[src/rtl/fifo_based_on_ram_prefetch.sv]
// FIFO controller for an external simple-dual-port RAM. A small credit-based
// prefetch buffer hides the RAM read latency in both FWFT and standard modes.
module fifo_based_on_ram_prefetch #(
  parameter string fwft_mode        = "true",
  parameter int    ram_read_la      = 1,
  parameter int    fifo_depth       = 32,
  parameter int    fifo_data_width  = 32,
  parameter int    simulation_delay = 1,
  localparam int   AW = $clog2(fifo_depth),
  localparam int   CW = $clog2(fifo_depth) + 1
) (
  input  logic                       clk,
  input  logic                       rst_n,
  input  logic                       fifo_flush,
  input  logic                       fifo_wen,
  input  logic [fifo_data_width-1:0] fifo_din,
  output logic                       fifo_full,
  output logic                       fifo_full_n,
  output logic                       fifo_almost_full,
  output logic                       fifo_almost_full_n,
  input  logic                       fifo_ren,
  output logic [fifo_data_width-1:0] fifo_dout,
  output logic                       fifo_empty,
  output logic                       fifo_empty_n,
  output logic                       fifo_almost_empty,
  output logic                       fifo_almost_empty_n,
  input  logic [CW-1:0]              almost_full_th,
  input  logic [CW-1:0]              almost_empty_th,
  output logic                       ram_wen,
  output logic [AW-1:0]              ram_w_addr,
  output logic [fifo_data_width-1:0] ram_din,
  output logic                       ram_ren,
  output logic [AW-1:0]              ram_r_addr,
  input  logic [fifo_data_width-1:0] ram_dout,
  output logic                       overflow,
  output logic                       underflow,
  output logic [CW-1:0]              data_cnt
);

  localparam bit              FWFT    = (fwft_mode == "true");
  localparam int              LA      = ram_read_la;
  localparam int              PB      = ram_read_la + 1;
  localparam int              IW      = $clog2(PB);
  localparam logic [IW-1:0]   PB_LAST = IW'(PB - 1);
  localparam logic [2:0]      PB_W    = 3'(PB);
  localparam logic [CW-1:0]   DEPTH   = CW'(fifo_depth);
  localparam logic [AW:0]     PTR_ONE = 1;
  localparam logic [CW-1:0]   CNT_ONE = 1;

  logic [AW:0]                wptr_q, wptr_d, rptr_q, rptr_d;
  logic [CW-1:0]              cnt_q, cnt_d;
  logic [LA-1:0]              tag_q, tag_d;
  logic [fifo_data_width-1:0] pbuf_q [PB];
  logic [IW-1:0]              pb_rd_q, pb_rd_d, pb_wr_q, pb_wr_d;
  logic [1:0]                 pb_cnt_q, pb_cnt_d;
  logic                       ovf_q, ovf_d, unf_q, unf_d;
  logic                       wr_acc, rd_acc, push, empty_n;
  logic [2:0]                 in_flight, credit_used;
  logic                       unused_sim_delay;

  assign unused_sim_delay = (simulation_delay != 0);

  function automatic logic [IW-1:0] pb_inc(input logic [IW-1:0] idx);
    return (idx == PB_LAST) ? '0 : idx + IW'(1);
  endfunction

  assign empty_n = (pb_cnt_q != 2'd0);
  assign wr_acc  = fifo_wen & ~fifo_full & ~fifo_flush;
  assign rd_acc  = fifo_ren & empty_n & ~fifo_flush;
  assign push    = tag_q[LA-1];

  always_comb begin
    in_flight = '0;
    for (int i = 0; i < LA; i++) in_flight = in_flight + {2'b00, tag_q[i]};
  end

  // A read popping this cycle frees its slot, which keeps 1 word/clk streaming.
  assign credit_used = in_flight + {1'b0, pb_cnt_q} - {2'b00, rd_acc};
  assign ram_ren     = (wptr_q != rptr_q) & (credit_used < PB_W) & ~fifo_flush;

  assign ram_wen    = wr_acc;
  assign ram_w_addr = wptr_q[AW-1:0];
  assign ram_din    = fifo_din;
  assign ram_r_addr = rptr_q[AW-1:0];

  always_comb begin
    wptr_d   = wptr_q;
    rptr_d   = rptr_q;
    cnt_d    = cnt_q;
    tag_d    = tag_q;
    pb_rd_d  = pb_rd_q;
    pb_wr_d  = pb_wr_q;
    pb_cnt_d = pb_cnt_q;
    ovf_d    = ovf_q;
    unf_d    = unf_q;
    if (fifo_flush) begin
      wptr_d   = '0;
      rptr_d   = '0;
      cnt_d    = '0;
      tag_d    = '0;
      pb_rd_d  = '0;
      pb_wr_d  = '0;
      pb_cnt_d = '0;
      ovf_d    = 1'b0;
      unf_d    = 1'b0;
    end else begin
      if (wr_acc)  wptr_d = wptr_q + PTR_ONE;
      if (ram_ren) rptr_d = rptr_q + PTR_ONE;
      if (wr_acc && !rd_acc)      cnt_d = cnt_q + CNT_ONE;
      else if (!wr_acc && rd_acc) cnt_d = cnt_q - CNT_ONE;
      tag_d[0] = ram_ren;
      for (int i = 1; i < LA; i++) tag_d[i] = tag_q[i-1];
      if (push)   pb_wr_d = pb_inc(pb_wr_q);
      if (rd_acc) pb_rd_d = pb_inc(pb_rd_q);
      pb_cnt_d = pb_cnt_q + {1'b0, push} - {1'b0, rd_acc};
      ovf_d    = ovf_q | (fifo_wen & fifo_full);
      unf_d    = unf_q | (fifo_ren & ~empty_n);
    end
  end

  always_ff @(posedge clk or negedge rst_n) begin
    if (!rst_n) begin
      wptr_q   <= '0;
      rptr_q   <= '0;
      cnt_q    <= '0;
      tag_q    <= '0;
      pb_rd_q  <= '0;
      pb_wr_q  <= '0;
      pb_cnt_q <= '0;
      ovf_q    <= 1'b0;
      unf_q    <= 1'b0;
    end else begin
      wptr_q   <= wptr_d;
      rptr_q   <= rptr_d;
      cnt_q    <= cnt_d;
      tag_q    <= tag_d;
      pb_rd_q  <= pb_rd_d;
      pb_wr_q  <= pb_wr_d;
      pb_cnt_q <= pb_cnt_d;
      ovf_q    <= ovf_d;
      unf_q    <= unf_d;
    end
  end

  always_ff @(posedge clk or negedge rst_n) begin
    if (!rst_n) begin
      for (int i = 0; i < PB; i++) pbuf_q[i] <= '0;
    end else if (push && !fifo_flush) begin
      pbuf_q[pb_wr_q] <= ram_dout;
    end
  end

  if (FWFT) begin : g_fwft
    assign fifo_dout = pbuf_q[pb_rd_q];
  end else begin : g_std
    logic [fifo_data_width-1:0] dout_q;
    always_ff @(posedge clk or negedge rst_n) begin
      if (!rst_n)      dout_q <= '0;
      else if (rd_acc) dout_q <= pbuf_q[pb_rd_q];
    end
    assign fifo_dout = dout_q;
  end

  assign data_cnt            = cnt_q;
  assign fifo_full           = (cnt_q == DEPTH);
  assign fifo_full_n         = ~fifo_full;
  assign fifo_empty_n        = empty_n;
  assign fifo_empty          = ~empty_n;
  assign fifo_almost_full    = (cnt_q >= almost_full_th);
  assign fifo_almost_full_n  = ~fifo_almost_full;
  assign fifo_almost_empty   = (cnt_q <= almost_empty_th);
  assign fifo_almost_empty_n = ~fifo_almost_empty;
  assign overflow            = ovf_q;
  assign underflow           = unf_q;

endmodule

[config.mk]
export PLATFORM = sky130hd
export DESIGN_NAME = fifo_based_on_ram_prefetch
export DESIGN_NICKNAME = d
export VERILOG_FILES = /design/src/rtl/fifo_based_on_ram_prefetch.sv
export SDC_FILE = /design/constraint.sdc
export NUM_CORES = 1
export LEC_CHECK = 0
export ABC_AREA = 0
export BUFFER_PORTS_ARGS = -buffer_cell sky130_fd_sc_hd__buf_2
export CAP_MARGIN = 20
export CORE_UTILIZATION = 40
export CTS_CLUSTER_DIAMETER = 100
export CTS_CLUSTER_SIZE = 28
export DETAILED_ROUTE_END_ITERATION = 8
export GPL_TIMING_DRIVEN = 0
export HOLD_SLACK_MARGIN = 0.15
export PLACE_DENSITY = 0.79
export REMOVE_ABC_BUFFERS = 1
export SLEW_MARGIN = 20
export SYNTH_ARGS = -nofsm -noshare
export SYNTH_HDL_FRONTEND = slang
export SYNTH_SLANG_ARGS = --single-unit
[constraint.sdc]
create_clock -name clk -period 3 [get_ports clk]
set_input_delay 0.45 -clock clk [delete_from_list [all_inputs] [get_ports clk]]
set_output_delay 0.45 -clock clk [all_outputs]
set_load 0.1 [all_outputs]
Word level (Yosys, flattened, before mapping)
Index checks and enable logic that the tools add are counted.

Logic and storage cells: 82. Latch bits: 0. Flip-flop bits (word level): 89. Memories kept: 0. Bits in writable memories: 0. ROM bits: 0. Bits of input ports: 81.

Multipliers: 0. Divide/modulo/power cells: 0. Add/subtract/negate cells: 10. Magnitude comparators: 6. Reductions and logical operators: 13. Shifts and indexed selects: 0. Equal/unequal tests: 2. Mux-type cells: 23. Bitwise operators: 17.

Operators with widths (count): $mux W32 (4); $bwmux W64 (1); $mux W6 (7); $demux W32 S1 (1); $add A6 B1 Y6 const B (3); $reduce_bool A2 Y1 (5); $mux W1 (9); $and A1 B1 Y1 (8); $eq A6 B6 Y1 const B (1); $ge A6 B6 Y1 (1); $le A6 B6 Y1 (1); $ne A6 B6 Y1 (1); $sub A6 B1 Y6 const B (1); $not A1 Y1 (5); $ge A2 B2 Y1 const B (2); $logic_and A1 B1 Y1 (4); $not A1 Y2 (2); $add A1 B2 Y3 (1); $logic_not A1 Y1 (3); $lt A3 B2 Y1 const B (1); $reduce_bool A3 Y1 (1); $sub A3 B1 Y3 (1); $add A1 B1 Y1 const B (2); $add A2 B1 Y2 (1); 4 further kinds (5).

Longest topological paths before layout
Gate-level depths: netlist (run 1).

Word-level depth: 9. Depth in mapped cells: 13. Depth with buffers taken out: 12.

Worst setup path after synthesis (run 1)
No wires, ideal clock.

Path kind: register to register. Start: register cnt_q[1], in the netlist data_cnt[1]. End: register cnt_q[5], in the netlist data_cnt[5]. Period minus slack after synthesis: 4.452 ns. Data required time: 2.873 ns. Arrival time: 4.325 ns. Stages on the path, launching flop included: 11. Setup slack: -1.452 ns. Setup time: 0.127 ns. Path buffers: 0. Cell sequence: dfrtp_1 -> or4_4 -> o21ai_0 -> nor2_1 -> nand2_1 -> ha_1 -> a211oi_1 -> o21ai_0 -> a211oi_1 -> o21ai_1 -> nor3b_2.

Cells in the longest elaborated chain, start to end: 7. Elaborated cells on any way between the ends: 13. Those cells by class: add/sub: 2; eq/ne: 1; mux: 3; bitwise: 3; reduce/logical: 4.

RTL lines: start: declaration (line 51) `logic [CW-1:0] cnt_q, cnt_d;`; start signal: assignment (line 135) `cnt_q <= cnt_d;`; $eq A6 B6 Y1 * (line 165) `assign fifo_full = (cnt_q == DEPTH);`; $not A1 Y1 * (line 68) `assign wr_acc = fifo_wen & ~fifo_full & ~fifo_flush;`; $and A1 B1 Y1 * (2 in series) (line 68); named net ram_wen (line 29) `output logic ram_wen,`; $logic_and A1 B1 Y1 or $logic_not A1 Y1 (tied branches) (line 109, 110); $mux W6 or $logic_and A1 B1 Y1 (tied branches) (line 109, 110); $mux W6 or $reduce_bool A3 Y1 (tied branches).

Mark *: on every way through the listed nets, which the timed path passes. The rest lies on a longest branch. The select of a mux whose other input is x is not followed. A chain may end at the register's enable or synchronous reset.

Worst setup path after layout (run 1)
Start: register pb_cnt_q[0]. End: output port ram_ren.

Cells in the longest elaborated chain, start to end: 7. Elaborated cells on any way between the ends: 8. Those cells by class: add/sub: 2; order compare: 1; bitwise: 4; reduce/logical: 1.

RTL lines: start: declaration (line 55) `logic [1:0] pb_cnt_q, pb_cnt_d;`; start signal: assignment (line 139) `pb_cnt_q <= pb_cnt_d;`; $reduce_bool A2 Y1 (line 67) `assign empty_n = (pb_cnt_q != 2'd0);`; $and A1 B1 Y1 (2 in series) (line 69) `assign rd_acc = fifo_ren & empty_n & ~fifo_flush;`; $sub A3 B1 Y3 * (line 78) `assign credit_used = in_flight + {1'b0, pb_cnt_q} - {2'b00, rd_acc};`; $lt A3 B2 Y1 * (line 79) `assign ram_ren = (wptr_q != rptr_q) & (credit_used < PB_W) & ~fifo_flush;`; $and A1 B1 Y1 * (2 in series) (line 79); end: declaration (line 32) `output logic ram_ren,`.

Mark *: on every way between the ends. The rest lies on a longest branch, timed or not.

==> metrics.md, run 1 <==
| Metric | Value |
|---|---|
| Worst EP arrival | `2550 ps` |
| TritonCTS clock tree | `done` |
| Residual DRC | `7` |
| Clk buf depth | `2` |
| Port-buffer cells | `108` |
| Clk sinks | `89` |
| ANT nets after route | `0` |
| Slew Limit Fails | `0` |
| Data required, critical path | `2550 ps` |
| P&R area growth vs syn | `17.7%` |
| Wirelength per Cell | `17.0 µm` |
| Max Freq | `0.333 GHz` |
| Final period util | `100%` |
| Final WS setup | `-0.461 ps` |
| Least-Margin Pin Slew | `582 ps` |
| Clock transition at path regs | `60 ps` |
| Ports | `173` |
| Die H | `112 µm` |
| Crit-path max FO | `3` |
| Initial antenna violation count | `0` |
| Syn. warnings | `0` |
| Status | `complete, but fails checks` |
| Avg Inst Size Synth | `12.0 µm²` |
| Antenna diodes | `0` |
| First-pass DRT Iterations | `6` |
| WL final | `10.6 mm` |
| Final Instance Area | `5650 µm²` |
| Worst R2R Setup Slack | `180 ps` |
| Cell depth of the worst flop-to-flop path | `10` |
| Area after DPL | `5260 µm²` |
| Area of the multi-input gates | `2180 µm²` |
| Critical path's largest stage delay | `550 ps` |
| Core Util, Final | `48.9%` |
| HP Start | `ram_dout[2]` |
| Reg-to-Reg Start | `data_cnt[1]$_DFFE_PN0P_` |
| Fillers | `1036` |
| Mapped cell area | `4800 µm²` |
| Area of the core | `11600 µm²` |
| Vias/cell | `5.12` |
| Hold WC Path Type | `primary input to flop` |
| Overflow left after global routing | `0` |
| Vias in the first global route | `3503` |
| Initial Util | `41.5%` |
| Largest net degree at the start of global routing | `60` |
| Skew-Pair Late Insertion Delay | `340 ps` |
| Setup_tns | `-0.461 ps` |
| Root buf cell | `clkbuf_16` |
| Clock skew | `4.51 ps` |
| Reg area | `2230 µm²` |
| Critical-path top delay cell | `fa_2` |
| Setup crit start kind | `flop` |
| Post-layout min period | `3000 ps` |
| Total of max-cap violations | `0` |
| CP cell instances | `o21ai_4 -> nor2_1 -> ha_1 -> inv_1 -> ha_1 -> inv_1 -> fa_2 -> o211a_1 -> and2_4 -> buf_12` |
| H-Tree Depth | `3` |
| M1 wire length | `4.22 mm` |
| CP endpoint kind | `output port` |
| First-pass GRT wire length | `17.7 mm` |
| Die Wd | `112 µm` |
| Worst hold endpoint | `pbuf_q[34]$_DFFE_PN0P_` |
| Slew margin rel. | `61.0%` |
| Num CTS Buffers | `9` |
| Highest metal layer with signal wires | `met4` |
| Final HPWL DP | `7.88 mm` |
| Synth unique cells | `40` |
| Worst hold path cell count | `2` |
| Met3 routed WL | `1.06 mm` |
| Layout cells sized above 1 | `51.8%` |
| Hold slack final | `354 ps` |
| Seq/Total Area, Yosys | `46.4%` |
| # nets final | `580` |
| GPL Wtd Cong | `0.796` |
| Post-synth EDFFs | `0` |
| Final hold viol count | `0` |
| Via Count | `3194` |
| Setup Viol. Count Final | `1` |
| 1st-iter DRT viols | `120` |
| #FFs+latches synth | `89` |
| Total track usage | `18.5%` |
| Async SR Flop Fraction | `100%` |
| Crit Reg-Reg Endpoint | `data_cnt[5]$_DFFE_PN0P_` |
| Row cnt | `39` |
| RSZ-0062 raised after global routing | `true` |
| DIE AREA | `12400 µm²` |
| Worst setup path class | `flop to output port` |
| Failing checks | `design-rule violations, negative setup slack` |
| Met2 wire length | `5.10 mm` |
| Most used DFF post-synth | `dfrtp_1` |
| Post-Synthesis Cells | `401` |
layer usage:
metal,up-vias,track usage (%)
met2,104,29.3
li1,1491,-
met5,-,1.57
met3,16,9.42
met1,1583,20.8
met4,0,7.93
cells by family (layout without fill, tap and decap cells):
group | after synthesis | after routing | synth area share [%]
compound gates | 35 | 35 | 4.79
fa+ha+maj | 22 | 22 | 6.04
flops | 89 | 89 | 46.4
simple gates | 59 | 59 | 5.94
buf+inv | 75 | 155 | 9.25
mux | 100 | 100 | 23.4
xor+xnor | 21 | 21 | 4.22
synthesized netlist by cell type (all sizes together), types with 3 or more instances:
| master | n | share of area [%] |
|---|---|---|
| xnor2 | 17 | 3.5 |
| a211oi | 3 | 0.47 |
| nor2 | 27 | 2.1 |
| mux2i | 3 | 0.63 |
| xor2 | 4 | 0.73 |
| nor3 | 3 | 0.31 |
| a21oi | 10 | 1.0 |
| dfrtp | 89 | 46 |
| inv | 20 | 1.6 |
| nand4 | 4 | 0.52 |
| buf | 49 | 7.2 |
| o21ai | 8 | 0.83 |
| nand2 | 11 | 0.86 |
| a21o | 5 | 0.81 |
| clkbuf | 6 | 0.47 |
| ha | 20 | 5.2 |
| o21a | 4 | 0.78 |
| nor2b | 3 | 0.39 |
| mux2 | 97 | 23 |
how the worst max path moves through the flow:
stage / start / to / cells after the start
floorplan: data_cnt[1]$_DFFE_PN0P_ / data_cnt[5]$_DFFE_PN0P_ / 10
global placement: fifo_flush / pbuf_q[33]$_DFFE_PN0P_ / 3
detailed placement: pb_cnt_q[1]$_DFF_PN0_ / ram_ren / 11
CTS: pb_cnt_q[1]$_DFF_PN0_ / ram_ren / 11
global route: pb_cnt_q[0]$_DFF_PN0_ / ram_ren / 10
finish: pb_cnt_q[0]$_DFF_PN0_ / ram_ren / 10
cells in the final DEF, fill, tap and decap left out, types with 4 or more instances in the layout:
| cell type | n |
|---|---|
| buf_2 | 104 |
| mux2_2 | 97 |
| dfrtp_1 | 87 |
| nor2_1 | 27 |
| inv_1 | 20 |
| ha_1 | 20 |
| xnor2_1 | 15 |
| a21oi_1 | 10 |
| nand2_1 | 10 |
| buf_4 | 10 |
| clkbuf_16 | 9 |
| a21o_1 | 4 |
| o21ai_0 | 4 |
| nand4_1 | 4 |
| xor2_1 | 4 |
area by class of cell:
cell class | count | share of cell area, %
Clock buffer | 11 | 4.29
Clock inverter | 4 | 0.907
Inverter | 20 | 1.33
Multi-Input combinational cell | 237 | 38.5
Sequential cell | 89 | 39.4
Tap cell | 143 | 3.16
Timing Repair Buffer | 120 | 12.4
worst max-delay path: cells and delay by family, from the launching register on:
family          cells  cell delay [ps]
fa+ha+maj           3              970
flops               1              420
compound gates      2              340
buf+inv             3              280
simple gates        2              220
flip-flops by register name (all words and copies together), names as in the netlist:
| name | cells |
|---|---|
| data_cnt | 6 |
| pb_cnt_q | 2 |
| overflow | 1 |
| pb_rd_q | 1 |
| pbuf_q | 64 |
| underflow | 1 |
| rptr_q | 6 |
| wptr_q | 6 |
| pb_wr_q | 1 |
| push | 1 |
timing repair:
action / in CTS / in global routing
gates resized for setup: 10 / 7
endpoints found under the setup margin: 4 / 3
hold buffers: 1 / 0
buffers inserted: 2 / 2
pin swaps: 2 / 2
gates cloned: 0 / 0
endpoints found under the hold margin: 30 / 0
stage by stage:
stage          setup slack, ps  std cells
2_1_floorplan            -1450        346
3_3_place_gp             -2040        597
3_5_place_dp              -563        604
4_1_cts                  -83.8        622
5_1_grt                   -177        624
6_report                -0.461        624
Power of run 1 is not shown: default switching activity piles up to over one toggle a cycle in this logic, so the estimate is an artifact.
==> run 2, diff against run 1 <==
- ABC_AREA: 0 -> 1
- CAP_MARGIN: 20 -> unset
- CORE_UTILIZATION: 40 -> 46
- PLACE_DENSITY: 0.79 -> 0.87
==> run 2 against run 1 <==
  * The run ends with negative setup slack left
  * Hold slack worse by 14 ps
  * Count of clock-buffer cells in the layout is 2 lower
  * Sequential cell count stayed put
  * Utilization is 5.3 points higher
  * Synthesized cell count is 57% higher
  * Setup slack worse by 280 ps
  * Routed wire length is 4.3% higher
  * Cell area is 0.27% higher
  * Final cell count is 34% higher
  * Register-to-register slack better by 210 ps
==> metrics.md, run 2 <==
| Metric | Value |
|---|---|
| Largest cells by area after synthesis | `dfrtp_1 44%, nand2_1 16%, o21ai_0 6.7%, buf_4 6.4%, inv_1 5.5%` |
| Area of the core | `10500 µm²` |
| Clock transition at path regs | `90 ps` |
| Slew Limit Fails | `0` |
| Post-synth EDFFs | `0` |
| First-pass GRT wire length | `17.8 mm` |
| Clock skew | `13.4 ps` |
| Setup WS pre-CTS | `-515 ps` |
| TritonCTS clock tree | `done` |
| CP endpoint kind | `output port` |
| Post-Synthesis Cells | `630` |
| DIE AREA | `11300 µm²` |
| Avg Inst Size Synth | `7.95 µm²` |
| Data required, critical path | `2550 ps` |
| Setup crit start kind | `flop` |
| Area of the multi-input gates | `2100 µm²` |
| Synth unique cells | `38` |
| Vias/cell | `4.89` |
| Final HPWL DP | `7.75 mm` |
| # nets final | `797` |
| Die H | `106 µm` |
| Final period util | `109%` |
| P&R area growth vs syn | `13.2%` |
| Most instantiated library cell after synthesis | `nand2_1` |
| Hold slack final | `340 ps` |
| Mapped cell area | `5010 µm²` |
| Syn. warnings | `0` |
| Final WS setup | `-279 ps` |
| Leading area contributor after synthesis | `dfrtp_1` |
| Largest register FFs | `64` |
| Setup Viol. Count Final | `1` |
| H-Tree Depth | `3` |
| Final hold viol count | `0` |
| Slew margin rel. | `53.1%` |
| Largest net degree at the start of global routing | `66` |
| Post-layout min period | `3280 ps` |
| Worst setup path class | `flop to output port` |
| Max Freq | `0.305 GHz` |
| Commonest non-fill, non-tap cell in the layout | `nand2_1` |
| Most used DFF post-synth | `dfrtp_1` |
| Least-Margin Pin Slew | `703 ps` |
| #FFs+latches synth | `89` |
| Hold WC Path Type | `primary input to flop` |
| Initial Util | `47.9%` |
| RSZ-0062 raised after global routing | `true` |
| Commonest cells in the netlist | `210 x nand2_1, 89 x dfrtp_1, 74 x inv_1` |
| Async SR Flop Fraction | `100%` |
| CP cell instances | `o21ai_4 -> inv_4 -> nand2_2 -> inv_2 -> ha_4 -> inv_4 -> ha_4 -> inv_2 -> fa_1 -> o21ai_2 -> a21oi_2 -> nand2_4 -> nor2_4 -> buf_12` |
| Num CTS Buffers | `9` |
| Overflow left after global routing | `0` |
| WL final | `11.1 mm` |
| Clk sinks | `89` |
| GPL Wtd Cong | `0.824` |
| First-pass DRT Iterations | `5` |
| Clk buf depth | `2` |
| Fillers | `1022` |
| Initial antenna violation count | `1` |
| Critical-path top delay cell | `fa_1` |
| Skew-Pair Late Insertion Delay | `350 ps` |
| Total track usage | `20.1%` |
| Row cnt | `37` |
| Wirelength per Cell | `13.3 µm` |
| Ports | `173` |
| 1st-iter DRT viols | `260` |
| Die Wd | `106 µm` |
| Seq/Total Area, Yosys | `44.5%` |
| ANT nets after route | `0` |
| Top reg by flops | `pbuf_q` |
| Setup_tns | `-279 ps` |
| Antenna diodes | `0` |
| Layout cells sized above 1 | `24.1%` |
| Via Count | `4077` |
| Critical path's largest stage delay | `570 ps` |
| Total of max-cap violations | `0` |
| Failing checks | `negative setup slack` |
| Highest-count cells in the layout ignoring fill and taps | `210 x nand2_1, 106 x buf_2, 86 x dfrtp_1, 72 x inv_1, 66 x o21ai_0` |
| Vias in the first global route | `3709` |
| Top-area cell type share of the netlist area | `44.5%` |
| Root buf cell | `clkbuf_8` |
| Port-buffer cells | `108` |
| Worst EP arrival | `2830 ps` |
| Crit-path max FO | `4` |
| Worst R2R Setup Slack | `390 ps` |
| Status | `complete, but fails checks` |
| Residual DRC | `0` |
| Reg area | `2230 µm²` |
==> run 2: changes by cell type after synthesis, moves of 4 or more <==
cell      change
o21ai_1      +12
nand3_1      +10
inv_2         +4
o21ai_0      +61
mux2_2       -97
nor2_1        -8
a21o_1        -4
nand2_1     +199
inv_1        +54
nand3_2       +4
clkbuf_1      +7
xnor2_1      -15
==> run 2: per-stage QoR <==
step	instances	instance area, µm²	util, %
after CTS	828	5580	53.4
after global routing	834	5670	54.2
after floorplan	566	4580	-
final	834	5670	54.2
after detailed placement	811	5330	50.9
after global placement	810	5300	50.6
==> run 2: what timing repair did <==
| item | CTS | global route |
|---|---|---|
| pin swaps | 1 | 4 |
| endpoints found under the setup margin | 33 | 15 |
| endpoints found under the hold margin | 43 | 0 |
| gates resized for setup | 7 | 10 |
| buffers inserted | 1 | 6 |
| cloned | 0 | 0 |
| hold buffers | 1 | 0 |
==> run 2: critical path: cells and delay by family (launching register included) <==
family,cells,cell delay (ps)
adders and majority gates,3,890
and+or+nand+nor,3,330
DFF,1,440
AOI/OAI and AO/OA,3,430
buffers and inverters,5,380
==> run 2: path summary, 6_finish.rpt <==
path,start,cells after the start,endpoint
worst max-delay path,pb_cnt_q[1]$_DFF_PN0_,14,ram_ren
worst min-delay path,ram_dout[10],3,pbuf_q[42]$_DFFE_PN0P_
worst max register to register,pb_cnt_q[1]$_DFF_PN0_,16,rptr_q[2]$_DFFE_PN0P_
worst min register to register,pbuf_q[57]$_DFFE_PN0P_,2,pbuf_q[57]$_DFFE_PN0P_
max in group asynchronous,rst_n,3,pb_rd_q$_DFFE_PN0P_
min in group asynchronous,rst_n,2,data_cnt[0]$_DFFE_PN0P_
==> run 2: metal layers <==
layer | global-route usage [%] | wire length (µm) | vias up
met1 | 26.8 | 5100 | 1873
met5 | 3.81 | 55 | -
met2 | 30.0 | 4880 | 139
met3 | 7.48 | 939 | 13
met4 | 5.46 | 85 | 4
li1 | - | - | 2048
==> run 2: cell families after synthesis <==
kind of cell / Yosys count / share of synthesized area, %
xor gates and xnor gates: 7 / 1.22
buffers and inverters: 145 / 14.6
DFF: 89 / 44.5
AOI/OAI and AO/OA: 101 / 10.6
and+or+nand+nor: 266 / 23.3
adders and majority gates: 22 / 5.80
==> run 2: area by class of cell <==
cell class                 instances  share of cell area, %
sequential                        89                   39.4
multi-input combinational        396                   37.0
timing repair buffer             117                   11.3
inverter                          81                   5.54
tap                              136                   3.00
clock buffer                       9                   2.18
clock inverter                     6                   1.63
Power of run 2 is left out for the same reason.
==> run 3, diff against run 2 <==
- SKIP_CTS_REPAIR_TIMING: unset -> 1
==> run 3 against run 2 <==
  * The flow still finishes with violations (negative setup slack)
  * Cell area decreased by 0.24%
  * Fmax decreased by 1.8%
  * Register-to-register slack got worse by 60 ps
  * Hold slack got worse by 210 ps
  * Clock skew decreased by 0.68 ps
  * Die area unchanged
  * Setup slack got worse by 61 ps
  * Critical path type unchanged
  * First-iteration DRC count increased by 17%
  * Critical path depth unchanged
  * Routed wire length increased by 1.2%
  * Final cell count decreased by 0.24%
  * Count of clock-buffer cells in the layout unchanged
==> metrics.md, run 3 (same netlist as run 2, synthesis figures left out) <==
| Metric | Value |
|---|---|
| Hold WC Path Type | `primary input to async pin` |
| TritonCTS clock tree | `done` |
| Setup Viol. Count Final | `1` |
| Port-buffer cells | `108` |
| Root buf cell | `clkbuf_8` |
| Failing checks | `negative setup slack` |
| GPL Wtd Cong | `0.824` |
| Slew margin rel. | `56.7%` |
| Dpl cells | `811` |
| Via Count | `4051` |
| Die Wd | `106 µm` |
| ANT nets after route | `0` |
| Met2 Use GR | `30.0%` |
| P&R area growth vs syn | `12.9%` |
| Worst EP arrival | `2890 ps` |
| Largest net degree at the start of global routing | `66` |
| DIE AREA | `11300 µm²` |
| Final HPWL DP | `7.75 mm` |
| CP endpoint kind | `output port` |
| Wirelength per Cell | `13.5 µm` |
| Clk sinks | `89` |
| Commonest non-fill, non-tap cell in the layout | `nand2_1` |
| Slew Limit Fails | `0` |
| H-Tree Depth | `3` |
| First-pass DRT Iterations | `5` |
| Setup crit start kind | `flop` |
| # nets final | `795` |
| Ports | `173` |
| WL final | `11.2 mm` |
| Final period util | `111%` |
| Final WS setup | `-341 ps` |
| Max Freq | `0.299 GHz` |
| Setup WS pre-CTS | `-515 ps` |
| Layout cells sized above 1 | `24.0%` |
| Area of the core | `10500 µm²` |
| Post-layout min period | `3340 ps` |
| Skew-Pair Late Insertion Delay | `350 ps` |
| Clock skew | `12.7 ps` |
| 1st-iter DRT viols | `303` |
| Layout Cells excl Fill | `832` |
| Top reg by flops | `pbuf_q` |
| Num CTS Buffers | `9` |
| Clk buf depth | `2` |
| Hold slack final | `130 ps` |
| Total track usage | `20.0%` |
| Worst setup path class | `flop to output port` |
| Status | `complete, but fails checks` |
| Clock transition at path regs | `90 ps` |
| Largest register FFs | `64` |
| Vias/cell | `4.87` |
| Initial antenna violation count | `1` |
| Vias in the first global route | `3705` |
| Die H | `106 µm` |
| Least-Margin Pin Slew | `650 ps` |
| Crit-path max FO | `4` |
| RSZ-0062 raised after global routing | `true` |
| Top Usage Layer GRT | `met2` |
| Highest-count cells in the layout ignoring fill and taps | `210 x nand2_1, 106 x buf_2, 86 x dfrtp_1, 72 x inv_1, 66 x o21ai_0` |
| First-pass GRT wire length | `17.7 mm` |
| Final hold viol count | `0` |
| Row cnt | `37` |
| Data required, critical path | `2550 ps` |
| Antenna diodes | `0` |
| Total of max-cap violations | `0` |
| Fillers | `1032` |
| Residual DRC | `0` |
| Met1 Use GR | `26.6%` |
| Initial Util | `47.9%` |
| GR Layer Usage met3 | `7.48%` |
| Overflow left after global routing | `0` |
run 3: final timing paths:
check                                            start                      end  slack, ps  cells past startpoint
worst max-delay path             pb_cnt_q[0]$_DFF_PN0_                  ram_ren       -340                     14
worst min-delay path                             rst_n  data_cnt[0]$_DFFE_PN0P_        130                      1
worst max register to register   pb_cnt_q[0]$_DFF_PN0_    rptr_q[2]$_DFFE_PN0P_        330                     16
worst min register to register  pbuf_q[20]$_DFFE_PN0P_   pbuf_q[20]$_DFFE_PN0P_        490                      2
max in group asynchronous                        rst_n      pb_rd_q$_DFFE_PN0P_       2210                      2
min in group clk                          ram_dout[10]   pbuf_q[42]$_DFFE_PN0P_        340                      3
run 3: per-layer routing:
layer	vias to the layer above	part of all wire, %
li1	2038	-
met1	1856	47
met2	140	44
met3	13	8.2
met4	4	0.76
met5	-	0.46
run 3: metrics by stage:
stage               cell area [µm²]  setup TNS (ps)  utilization [%]
floorplan                      4580           -5430                -
global placement               5300          -19170             50.6
detailed placement             5330            -588             50.9
CTS                            5540          -12840             53.0
global route                   5660            -450             54.1
finish                         5660            -341             54.1
run 3: critical path, cell delays in order, from the launching register on:
cell     delay [ps]
dfrtp_2         460
o21ai_4         200
inv_4            60
nand2_2          60
inv_2            50
ha_4            210
inv_4            50
ha_4            110
inv_2            40
fa_1            580
o21ai_2          70
a21oi_2         160
nand2_4         100
nor2_4          180
buf_12          190
run 3: area by class of cell:
type	instances	area [µm²]	share of cell area, %
Clock buffer	9	124	2.19
Clock inverter	6	92.6	1.64
Inverter	81	315	5.58
Multi-Input combinational cell	396	2100	37.1
Sequential cell	89	2230	39.5
Tap cell	136	170	3.01
Timing Repair Buffer	114	616	10.9
Timing Repair inverter	1	7.51	0.133
Power of run 3 is left out for the same reason.
